### src/rtl/alu_seq_if.sv
// rtl/alu_seq_if.sv - request/result bundle between the issuing controller and alu_seq
// master: drives start/op/in_a/in_b, observes busy/done/rslt/rslt_hi/co/ov/lt/z
// slave : the ALU side of the same signals
interface alu_seq_if #(
    parameter int WIDTH = 8
);
    logic             start;
    logic [3:0]       op;
    logic [WIDTH-1:0] in_a;
    logic [WIDTH-1:0] in_b;
    logic             busy;
    logic             done;
    logic [WIDTH-1:0] rslt;
    logic [WIDTH-1:0] rslt_hi;
    logic             co;
    logic             ov;
    logic             lt;
    logic             z;

    modport master (
        output start, op, in_a, in_b,
        input  busy, done, rslt, rslt_hi, co, ov, lt, z
    );

    modport slave (
        input  start, op, in_a, in_b,
        output busy, done, rslt, rslt_hi, co, ov, lt, z
    );
endinterface

### src/rtl/alu_seq.sv
// rtl/alu_seq.sv - multi-cycle ALU: single-cycle arithmetic/logic, iterative shifts and shift-add multiply
// clk   : rising-edge clock
// rst_n : asynchronous active-low reset, clears state and every output
// bus   : slave side of alu_seq_if (start/op/in_a/in_b in; busy/done/rslt/rslt_hi/co/ov/lt/z out)
module alu_seq #(
    parameter int WIDTH   = 8,
    parameter int SHAMT_W = $clog2(WIDTH)
) (
    input  logic         clk,
    input  logic         rst_n,
    alu_seq_if.slave     bus
);
    localparam int CNT_W = SHAMT_W + 1;
    localparam logic [CNT_W-1:0] CNT_MUL = CNT_W'(WIDTH);
    localparam logic [CNT_W-1:0] CNT_ONE = CNT_W'(1);

    localparam logic [3:0] OP_ADD = 4'd0;
    localparam logic [3:0] OP_SUB = 4'd1;
    localparam logic [3:0] OP_AND = 4'd2;
    localparam logic [3:0] OP_XOR = 4'd3;
    localparam logic [3:0] OP_OR  = 4'd4;
    localparam logic [3:0] OP_SLL = 4'd5;
    localparam logic [3:0] OP_SRL = 4'd6;
    localparam logic [3:0] OP_SRA = 4'd7;
    localparam logic [3:0] OP_CMP = 4'd8;
    localparam logic [3:0] OP_MOV = 4'd9;
    localparam logic [3:0] OP_MUL = 4'd10;

    typedef enum logic [1:0] {S_IDLE, S_RUN, S_DONE} state_t;

    state_t           state_q, state_d;
    logic [3:0]       op_q, op_d;
    logic [WIDTH-1:0] wrk_q, wrk_d;     // shift register, or multiplicand for MUL
    logic [WIDTH-1:0] mlt_q, mlt_d;     // MUL: multiplier shifting out, product low half shifting in
    logic [WIDTH-1:0] acc_q, acc_d;     // MUL: product high half
    logic [CNT_W-1:0] cnt_q, cnt_d;
    logic [WIDTH-1:0] rslt_q, rslt_d;
    logic [WIDTH-1:0] hi_q, hi_d;
    logic             co_q, co_d, ov_q, ov_d, lt_q, lt_d, z_q, z_d;
    logic             done_q, done_d;
    logic             busy_q;

    logic [SHAMT_W-1:0] shamt;
    logic [WIDTH:0]     add_w, sub_w, mul_sum;
    logic [WIDTH-1:0]   shf_nx, mul_acc_nx, mul_lo_nx;
    logic               shf_bit;

    assign shamt   = bus.in_b[SHAMT_W-1:0];
    assign add_w   = {1'b0, bus.in_a} + {1'b0, bus.in_b};
    assign sub_w   = {1'b0, bus.in_a} - {1'b0, bus.in_b};   // MSB is the borrow (a < b unsigned)

    // One shift-add step: add the multiplicand when the multiplier LSB is set, then shift
    // the (WIDTH+1)-bit sum right into the high half, dropping its LSB into the low half.
    assign mul_sum    = {1'b0, acc_q} + (mlt_q[0] ? {1'b0, wrk_q} : '0);
    assign mul_acc_nx = mul_sum[WIDTH:1];
    assign mul_lo_nx  = {mul_sum[0], mlt_q[WIDTH-1:1]};

    always_comb begin
        shf_nx  = {wrk_q[WIDTH-1], wrk_q[WIDTH-1:1]};
        shf_bit = wrk_q[0];
        case (op_q)
            OP_SLL: begin
                shf_nx  = {wrk_q[WIDTH-2:0], 1'b0};
                shf_bit = wrk_q[WIDTH-1];
            end
            OP_SRL: begin
                shf_nx  = {1'b0, wrk_q[WIDTH-1:1]};
                shf_bit = wrk_q[0];
            end
            default: ;
        endcase
    end

    always_comb begin
        state_d = state_q;
        op_d    = op_q;
        wrk_d   = wrk_q;
        mlt_d   = mlt_q;
        acc_d   = acc_q;
        cnt_d   = cnt_q;
        rslt_d  = rslt_q;
        hi_d    = hi_q;
        co_d    = co_q;
        ov_d    = ov_q;
        lt_d    = lt_q;
        z_d     = z_q;
        done_d  = 1'b0;

        case (state_q)
            S_RUN: begin
                cnt_d = cnt_q - CNT_ONE;
                if (op_q == OP_MUL) begin
                    acc_d = mul_acc_nx;
                    mlt_d = mul_lo_nx;
                end else begin
                    wrk_d = shf_nx;
                end
                if (cnt_q == CNT_ONE) begin
                    state_d = S_DONE;
                    done_d  = 1'b1;
                    ov_d    = 1'b0;
                    lt_d    = 1'b0;
                    if (op_q == OP_MUL) begin
                        rslt_d = mul_lo_nx;
                        hi_d   = mul_acc_nx;
                        co_d   = (mul_acc_nx != '0);
                        z_d    = ({mul_acc_nx, mul_lo_nx} == '0);
                    end else begin
                        rslt_d = shf_nx;
                        hi_d   = '0;
                        co_d   = shf_bit;
                        z_d    = (shf_nx == '0);
                    end
                end
            end
            default: begin
                // IDLE and DONE both accept; DONE falls back to IDLE when nothing arrives.
                if (!bus.start) begin
                    state_d = S_IDLE;
                end else begin
                    op_d    = bus.op;
                    wrk_d   = bus.in_a;
                    mlt_d   = bus.in_b;
                    acc_d   = '0;
                    state_d = S_DONE;
                    done_d  = 1'b1;
                    hi_d    = '0;
                    co_d    = 1'b0;
                    ov_d    = 1'b0;
                    lt_d    = 1'b0;
                    z_d     = 1'b0;
                    case (bus.op)
                        OP_ADD: begin
                            rslt_d = add_w[WIDTH-1:0];
                            co_d   = add_w[WIDTH];
                            ov_d   = (bus.in_a[WIDTH-1] == bus.in_b[WIDTH-1]) &&
                                     (add_w[WIDTH-1] != bus.in_a[WIDTH-1]);
                            z_d    = (add_w[WIDTH-1:0] == '0);
                        end
                        OP_SUB: begin
                            rslt_d = sub_w[WIDTH-1:0];
                            co_d   = sub_w[WIDTH];
                            lt_d   = sub_w[WIDTH];
                            ov_d   = (bus.in_a[WIDTH-1] != bus.in_b[WIDTH-1]) &&
                                     (sub_w[WIDTH-1] != bus.in_a[WIDTH-1]);
                            z_d    = (sub_w[WIDTH-1:0] == '0);
                        end
                        OP_AND: begin
                            rslt_d = bus.in_a & bus.in_b;
                            z_d    = ((bus.in_a & bus.in_b) == '0);
                        end
                        OP_XOR: begin
                            rslt_d = bus.in_a ^ bus.in_b;
                            z_d    = ((bus.in_a ^ bus.in_b) == '0);
                        end
                        OP_OR: begin
                            rslt_d = bus.in_a | bus.in_b;
                            z_d    = ((bus.in_a | bus.in_b) == '0);
                        end
                        OP_MOV: begin
                            rslt_d = bus.in_b;
                            z_d    = (bus.in_b == '0);
                        end
                        OP_CMP: begin
                            // rslt deliberately keeps its previous value
                            z_d  = (bus.in_a == bus.in_b);
                            lt_d = sub_w[WIDTH];
                        end
                        OP_SLL, OP_SRL, OP_SRA: begin
                            if (shamt == '0) begin
                                rslt_d = bus.in_a;
                                z_d    = (bus.in_a == '0);
                            end else begin
                                state_d = S_RUN;
                                done_d  = 1'b0;
                                cnt_d   = {1'b0, shamt};
                                hi_d    = hi_q;
                                co_d    = co_q;
                                ov_d    = ov_q;
                                lt_d    = lt_q;
                                z_d     = z_q;
                            end
                        end
                        OP_MUL: begin
                            state_d = S_RUN;
                            done_d  = 1'b0;
                            cnt_d   = CNT_MUL;
                            hi_d    = hi_q;
                            co_d    = co_q;
                            ov_d    = ov_q;
                            lt_d    = lt_q;
                            z_d     = z_q;
                        end
                        default: begin
                            rslt_d = '0;
                        end
                    endcase
                end
            end
        endcase
    end

    always_ff @(posedge clk or negedge rst_n) begin
        if (!rst_n) begin
            state_q <= S_IDLE;
            op_q    <= '0;
            wrk_q   <= '0;
            mlt_q   <= '0;
            acc_q   <= '0;
            cnt_q   <= '0;
            rslt_q  <= '0;
            hi_q    <= '0;
            co_q    <= 1'b0;
            ov_q    <= 1'b0;
            lt_q    <= 1'b0;
            z_q     <= 1'b0;
            done_q  <= 1'b0;
            busy_q  <= 1'b0;
        end else begin
            state_q <= state_d;
            op_q    <= op_d;
            wrk_q   <= wrk_d;
            mlt_q   <= mlt_d;
            acc_q   <= acc_d;
            cnt_q   <= cnt_d;
            rslt_q  <= rslt_d;
            hi_q    <= hi_d;
            co_q    <= co_d;
            ov_q    <= ov_d;
            lt_q    <= lt_d;
            z_q     <= z_d;
            done_q  <= done_d;
            busy_q  <= (state_d == S_RUN);
        end
    end

    assign bus.busy    = busy_q;
    assign bus.done    = done_q;
    assign bus.rslt    = rslt_q;
    assign bus.rslt_hi = hi_q;
    assign bus.co      = co_q;
    assign bus.ov      = ov_q;
    assign bus.lt      = lt_q;
    assign bus.z       = z_q;
endmodule

### src/flat_wrapper.sv
// flat-port wrapper written by rule: the top's interface ports become plain ports
module alu_seq_flat 
#(
    parameter int WIDTH   = 8,
    parameter int SHAMT_W = $clog2(WIDTH)
)
  (clk, rst_n, bus_start, bus_op, bus_in_a, bus_in_b, bus_busy, bus_done, bus_rslt, bus_rslt_hi, bus_co, bus_ov, bus_lt, bus_z);
  alu_seq_if #(.WIDTH(WIDTH)) bus_i ();
  input  logic clk;
  input  logic rst_n;
  input wire logic [$bits(bus_i.start)-1:0] bus_start;
  input wire logic [$bits(bus_i.op)-1:0] bus_op;
  input wire logic [$bits(bus_i.in_a)-1:0] bus_in_a;
  input wire logic [$bits(bus_i.in_b)-1:0] bus_in_b;
  output wire logic [$bits(bus_i.busy)-1:0] bus_busy;
  output wire logic [$bits(bus_i.done)-1:0] bus_done;
  output wire logic [$bits(bus_i.rslt)-1:0] bus_rslt;
  output wire logic [$bits(bus_i.rslt_hi)-1:0] bus_rslt_hi;
  output wire logic [$bits(bus_i.co)-1:0] bus_co;
  output wire logic [$bits(bus_i.ov)-1:0] bus_ov;
  output wire logic [$bits(bus_i.lt)-1:0] bus_lt;
  output wire logic [$bits(bus_i.z)-1:0] bus_z;
  assign bus_i.start = bus_start;
  assign bus_i.op = bus_op;
  assign bus_i.in_a = bus_in_a;
  assign bus_i.in_b = bus_in_b;
  assign bus_busy = bus_i.busy;
  assign bus_done = bus_i.done;
  assign bus_rslt = bus_i.rslt;
  assign bus_rslt_hi = bus_i.rslt_hi;
  assign bus_co = bus_i.co;
  assign bus_ov = bus_i.ov;
  assign bus_lt = bus_i.lt;
  assign bus_z = bus_i.z;
  alu_seq #(.WIDTH(WIDTH), .SHAMT_W(SHAMT_W)) u_core (.clk(clk), .rst_n(rst_n), .bus(bus_i));
endmodule
### config.mk
export PLATFORM = sky130hd
export DESIGN_NAME = alu_seq_flat
export DESIGN_NICKNAME = d
export VERILOG_FILES = /design/src/rtl/alu_seq_if.sv /design/src/rtl/alu_seq.sv /design/src/flat_wrapper.sv
export SDC_FILE = /design/constraint.sdc
export NUM_CORES = 1
export LEC_CHECK = 0
export ABC_AREA = 1
export BUFFER_PORTS_ARGS = -buffer_cell sky130_fd_sc_hd__buf_2
export CAP_MARGIN = 20
export CORE_ASPECT_RATIO = 1.4
export CORE_MARGIN = 3
export CORE_UTILIZATION = 35
export CTS_CLUSTER_DIAMETER = 120
export CTS_CLUSTER_SIZE = 16
export DETAILED_ROUTE_END_ITERATION = 6
export GPL_ROUTABILITY_DRIVEN = 0
export HOLD_SLACK_MARGIN = 0.1
export PLACE_DENSITY = 0.56
export SLEW_MARGIN = 0
export SYNTH_ARGS = -nofsm -noshare
export SYNTH_HDL_FRONTEND = slang
export SYNTH_SLANG_ARGS = --single-unit
### constraint.sdc
create_clock -name clk -period 2.2 [get_ports clk]
set_input_delay 0.11 -clock clk [delete_from_list [all_inputs] [get_ports clk]]
set_output_delay 0.11 -clock clk [all_outputs]
set_load 0.005 [all_outputs]
==> run metrics, run 1 <==
H-tree depth 2; status completed; reg-to-reg endpoint u_core.bus.co; Worst setup EP type flip-flop; final-report hold violation count 0; Root Buffer clkbuf_16; hold-critical path depth 3; placed cells 941; post-synthesis area per instance 6.72 um2; largest net degree at the start of global routing 29; DIE WIDTH 105 um; P_leak 2.93 nW; clock skew 0.00878 ns; CP most frequent cell nand2_1; Finished Layout Cells 952; synthesized area 0.00482 mm2; worst vdd ir 0.306 mV; grt total ovfl 0; worst-case clock buffer depth 2; first-pass GRT wire length 25300 um; drt pass-1 iters 5; total track usage 0.209; count of unique library cells instantiated by Yosys 47; max_cap viols 0; slowest cell delay on critical path 0.36 ns; Worst EP required 2.38 ns; die span in y 145 um; commonest cells after routing, fill and taps aside nand2_1, inv_1, nor2_1, dfrtp_1; port bufs 44; DPL Wire Length 12600 um; Crit Path Max Fanout 2; Setup CP Type flip-flop to flip-flop; post-synthesis register bit count 56; drt wl/cell 16.5 um; Setup violations, final 0; Synth warnings 0; Core Area 0.0135 mm2; Worst-path clk slew 0.07 ns; HP Start bus_op[2]; DRT antenna net count 0; Power per Cell Area 686 mW/mm2; Register-to-Register Path Depth 17; share of cells above drive strength 1 0.156; commonest non-fill, non-tap cell in the layout nand2_1; fraction of registers with async set/reset 1.00; total wire length 15700 um; fin. max-slew vios 0; Critical path buffers and inverters 3; Area Overhead vs Synth 15.4%; Crit Reg-Reg Startpoint u_core.wrk_q[0]; Min-Delay Path Class input port to flip-flop; initial DRC count 326; post-route minimum period 2.05 ns; CTS tree yes; critical path data arrival time 2.24 ns; CTS buffer count 5; clk sinks 56; vias per cell 5.21; fin nets 829; fmax 487 MHz; via count 4959; Startpoint Class flip-flop; final period utilization 0.934; I/O pins 45; leading register cell type out of synthesis dfrtp_1; Worst Hold Path EP u_core.op_q[2]; worst slew pin tran 0.626 ns; later-pin clock latency in the skew report 0.30 ns; final core utilization 0.413; R2R Setup Slk 0.15 ns; cell count after synthesis 717; Mapped Nets 777; EDFF count, synth 0; Cell Chain, Critical Path nand2_1, inv_1, ha_2, inv_1, fa_2, inv_2, nand3_1, nand2_1, nand2_1, nand2_2, nand3_2, nor2_2, nand3_1, nand2_1, nand3_1, o21ai_0, nand2_1; row cnt 50; Crit-path slowest cell fa_2; WHS 0.116 ns; initial antenna violation count 0; FILL cells 1462; vias in the first global route 5038; Antenna diodes 0; Top Family by Delay on Critical Path simple AND/OR/NAND/NOR gates; DIE AREA 0.0152 mm2; slew margin rel. 0.583; drc violations 0; initial core utilization 0.358; fraction of the yosys area taken by sequential cells 0.291
-- metal layers --
layer,up-vias,GRT usage,wire length [um]
met5,-,0,0
met4,0,0.135,821
met3,51,0.0178,495
met2,150,0.391,8290
met1,2333,0.225,6090
li1,2425,-,-
-- cells by family after synthesis --
group | synth area share
AOI/OAI and AO/OA | 0.167
xor gates and xnor gates | 0.00546
adders and majority gates | 0.101
and+or+nand+nor | 0.331
DFF | 0.291
buffers and inverters | 0.105
-- worst register-to-register path, delay by kind of cell (launching register included) --
family | cells | cell delay, ns
DFF | 1 | 0.35
and+or+nand+nor | 11 | 0.82
AOI/OAI and AO/OA | 1 | 0.07
adders and majority gates | 2 | 0.53
buffers and inverters | 3 | 0.16
-- metrics by stage --
| step | setup WS (ns) | power, mW | cell area, um2 | TNS, ns |
|---|---|---|---|---|
| 6_report | 0.145 | 3.81 | 5560 | 0 |
| 4_1_cts | 0.0308 | 3.73 | 5460 | 0 |
| 5_1_grt | -0.0251 | 4.10 | 5560 | -0.0393 |
| 2_1_floorplan | 0.0668 | 2.33 | 4820 | 0 |
| 3_5_place_dp | 0.0382 | 2.82 | 5290 | 0 |
| 3_3_place_gp | 0.105 | 2.79 | 5290 | 0 |
-- power by group --
| group | total (mW) | internal (mW) | switching [mW] |
|---|---|---|---|
| logic | 1.59 | 0.576 | 1.01 |
| clock network | 0.900 | 0.536 | 0.364 |
| registers | 1.33 | 1.20 | 0.124 |
-- state kept, by name, indices dropped and copies added (netlist names), 2 cells and up --
| name | cells |
|---|---|
| u_core.acc_q | 8 |
| u_core.bus.rslt | 8 |
| u_core.bus.rslt_hi | 8 |
| u_core.cnt_q | 4 |
| u_core.mlt_q | 8 |
| u_core.op_q | 4 |
| u_core.state_q | 2 |
| u_core.wrk_q | 8 |
-- how the worst max path moves through the flow --
stage	cells after the start	slack, ns	startpoint	to
after global placement	14	0.10	u_core.mlt_q[0]	u_core.bus.co
after detailed placement	17	0.04	u_core.wrk_q[0]	u_core.bus.co
after CTS	17	0.03	u_core.wrk_q[0]	u_core.bus.co
after floorplan	18	0.07	u_core.mlt_q[0]	u_core.bus.co
after global routing	17	-0.03	u_core.wrk_q[0]	u_core.bus.co
final	17	0.15	u_core.wrk_q[0]	u_core.bus.co
-- cells in the mapped netlist (2+ instances only) --
library cell	n	area, um2
ha_1	34	425
o21ai_1	4	20.0
buf_1	2	7.51
inv_1	105	394
inv_2	6	22.5
fa_1	3	60.1
o21ai_0	47	235
nor2_4	5	56.3
buf_4	3	22.5
buf_2	8	40.0
clkbuf_1	3	11.3
nor2_8	3	60.1
o221ai_1	2	17.5
o21a_1	2	15.0
or2_2	3	18.8
a2bb2oi_1	2	17.5
a31oi_1	3	18.8
nand3b_1	2	15.0
nand2_2	3	18.8
a22oi_1	5	37.5
nor3_1	9	45.0
nand3_2	2	20.0
or2_1	2	12.5
a21oi_1	27	135
a21boi_2	2	22.5
nand4_1	6	37.5
dfrtp_1	56	1400
o2111ai_1	2	17.5
nor2_1	67	251
a21oi_2	2	17.5
o22ai_1	19	119
nor2_2	5	31.3
xor2_1	2	17.5
nand3_1	49	245
o211ai_1	11	82.6
nand2_1	200	751
-- layout make-up --
cell class | instances | area (um2) | share of cell area
Sequential cell | 56 | 1400 | 0.252
Timing Repair Buffer | 61 | 350 | 0.0630
Inverter | 112 | 423 | 0.0761
Tap cell | 182 | 228 | 0.0410
Clock buffer | 6 | 129 | 0.0232
Multi-Input combinational cell | 533 | 2990 | 0.538
Clock inverter | 2 | 35.0 | 0.00630
-- repair_timing --
item	4_1_cts	5_1_grt
gates resized for setup	0	21
endpoints found under the hold margin	24	0
hold buffers	1	0
buffers inserted	0	2
setup endpoints to repair	0	3
Power figures use the tool's default switching activity.
==> run 2: changes to the inputs <==
--- a/config.mk
+++ b/config.mk
@@ -17,6 +17,7 @@
 export GPL_ROUTABILITY_DRIVEN = 0
 export HOLD_SLACK_MARGIN = 0.1
 export PLACE_DENSITY = 0.56
+export SETUP_SLACK_MARGIN = 0.2
 export SLEW_MARGIN = 0
 export SYNTH_ARGS = -nofsm -noshare
 export SYNTH_HDL_FRONTEND = slang
==> run 2 against run 1 <==
Net effect: sequential share of layout area shrank 0.26 points; routed wire length up 2.0%; first-iteration DRC count decreased by 22%; register-to-register slack about the same; die area stayed put; core utilization rose by 0.47 points; clock-buffer cell count rose by 2.
==> run metrics, run 2 (same netlist as run 1, synthesis figures left out) <==
worst slew pin tran 0.465 ns; I/O pins 45; Setup violations, final 0; CTS buffer count 5; setup_tns 0 ns; DRT antenna net count 0; total wire length 16000 um; critical path data arrival time 2.25 ns; P_leak 2.94 nW; initial DRC count 254; Finished Layout Cells 954; max_cap viols 0; slowest cell delay on critical path 0.45 ns; first-pass GRT wire length 25300 um; fin nets 831; worst vdd ir 0.272 mV; Area Overhead vs Synth 16.7%; DPL Wire Length 12900 um; CP most frequent cell nand2_1; final-report hold violation count 0; via count 4928; clock skew 0.00575 ns; status completed; initial antenna violation count 0; Startpoint Class flip-flop; grt total ovfl 0; Cell Chain, Critical Path buf_6, nand2_1, inv_1, ha_4, nand2_2, nor2_2, nand2_1, nand4_1, nand2_1, nor2_2, nand3_1, nand2_1, nand3_1, o21ai_1, nand2_1; row cnt 50; drt pass-1 iters 5; Worst setup EP type flip-flop; DIE WIDTH 105 um; vias per cell 5.17; Critical path buffers and inverters 2; total track usage 0.212; WHS 0.116 ns; final period utilization 0.937; Pwr Total 3.84 mW; post-route minimum period 2.06 ns; Crit-path slowest cell dfrtp_2; commonest cells after routing, fill and taps aside nand2_1, inv_1, nor2_1, dfrtp_1, nand3_1; DIE AREA 0.0152 mm2; Core Area 0.0135 mm2; vias in the first global route 4962; Crit Path Max Fanout 6; clk sinks 56; Min-Delay Path Class input port to flip-flop; Top Family by Delay on Critical Path simple AND/OR/NAND/NOR gates; share of cells above drive strength 1 0.170; commonest non-fill, non-tap cell in the layout nand2_1; slew margin rel. 0.687; Worst-path clk slew 0.07 ns; placed cells 940; RSZ-0062 raised after global routing yes; Root Buffer clkbuf_16; Worst EP required 2.39 ns; port bufs 44; drt wl/cell 16.8 um; die span in y 145 um; FILL cells 1426; Setup CP Type flip-flop to flip-flop; later-pin clock latency in the skew report 0.30 ns; CTS tree yes; largest net degree at the start of global routing 32; Antenna diodes 0; initial core utilization 0.358; fin. max-slew vios 0; fmax 485 MHz; Power per Cell Area 682 mW/mm2; drc violations 0; worst-case clock buffer depth 2; H-tree depth 2
## run 2: cell types whose count changed in the layout (fill, tap and decap cells not counted), moves of 2 or more
cell,previous run,this run
a21oi_1,26,23
a21oi_2,3,6
ha_2,3,1
ha_4,3,5
inv_1,104,102
inv_2,7,9
nand2_4,1,3
nor2_1,64,62
nor2_2,8,10
o21ai_0,47,41
o21ai_1,4,9
## run 2: per-stage QoR
stage	cell area (um2)	utilization	setup slack [ns]
floorplan	4840	-	0.190
global placement	5290	0.393	0.0803
detailed placement	5290	0.393	0.0332
CTS	5530	0.411	0.132
global route	5620	0.418	-0.0121
finish	5620	0.418	0.138
## run 2: final cells by class
| type | instances | area (um2) | area share |
|---|---|---|---|
| clock buffers | 8 | 146 | 0.0260 |
| inverters | 112 | 423 | 0.0752 |
| multi-input cells | 533 | 3050 | 0.543 |
| flip-flops and latches | 56 | 1400 | 0.250 |
| well taps | 182 | 228 | 0.0405 |
| repair buffers | 63 | 369 | 0.0657 |
## run 2: power by group
part / total (mW) / internal [mW] / switching, mW
combinational: 1.68 / 0.634 / 1.04
sequential: 1.34 / 1.20 / 0.133
clock: 0.823 / 0.456 / 0.367
## run 2: routing by layer
metal	part of all wire	track usage	up-vias
li1	-	-	2431
met1	0.38	0.224	2284
met2	0.53	0.400	161
met3	0.034	0.0195	52
met4	0.059	0.142	0
met5	0	0	-
## run 2: what timing repair did
item                                    CTS  global route
buffers inserted                          2             3
endpoints found under the hold margin    56             0
pin swaps                                 1            10
endpoints found under the setup margin    2            14
hold buffers                              1             0
gates cloned                              0             0
resized for setup                        10            24
## run 2: worst min-delay path: cells and delay by family
kind | cells | cell delay, ns
buffers and inverters | 1 | 0.12
AND/OR/NAND/NOR | 1 | 0.07
AO/OA/AOI/OAI | 1 | 0.07
## run 2: path summary, 6_finish.rpt
kind	start	endpoint	slack (ns)	depth (start not counted)
worst max-delay path	u_core.mlt_q[0]	u_core.bus.co	0.14	15
worst min-delay path	bus_in_b[2]	u_core.cnt_q[2]	0.12	3
worst max register to register	u_core.mlt_q[0]	u_core.bus.co	0.14	15
worst min register to register	u_core.bus.rslt_hi[0]	u_core.bus.rslt_hi[0]	0.48	2
max in group asynchronous	rst_n	u_core.bus.done	1.38	3
min in group asynchronous	rst_n	u_core.bus.rslt[2]	0.18	2
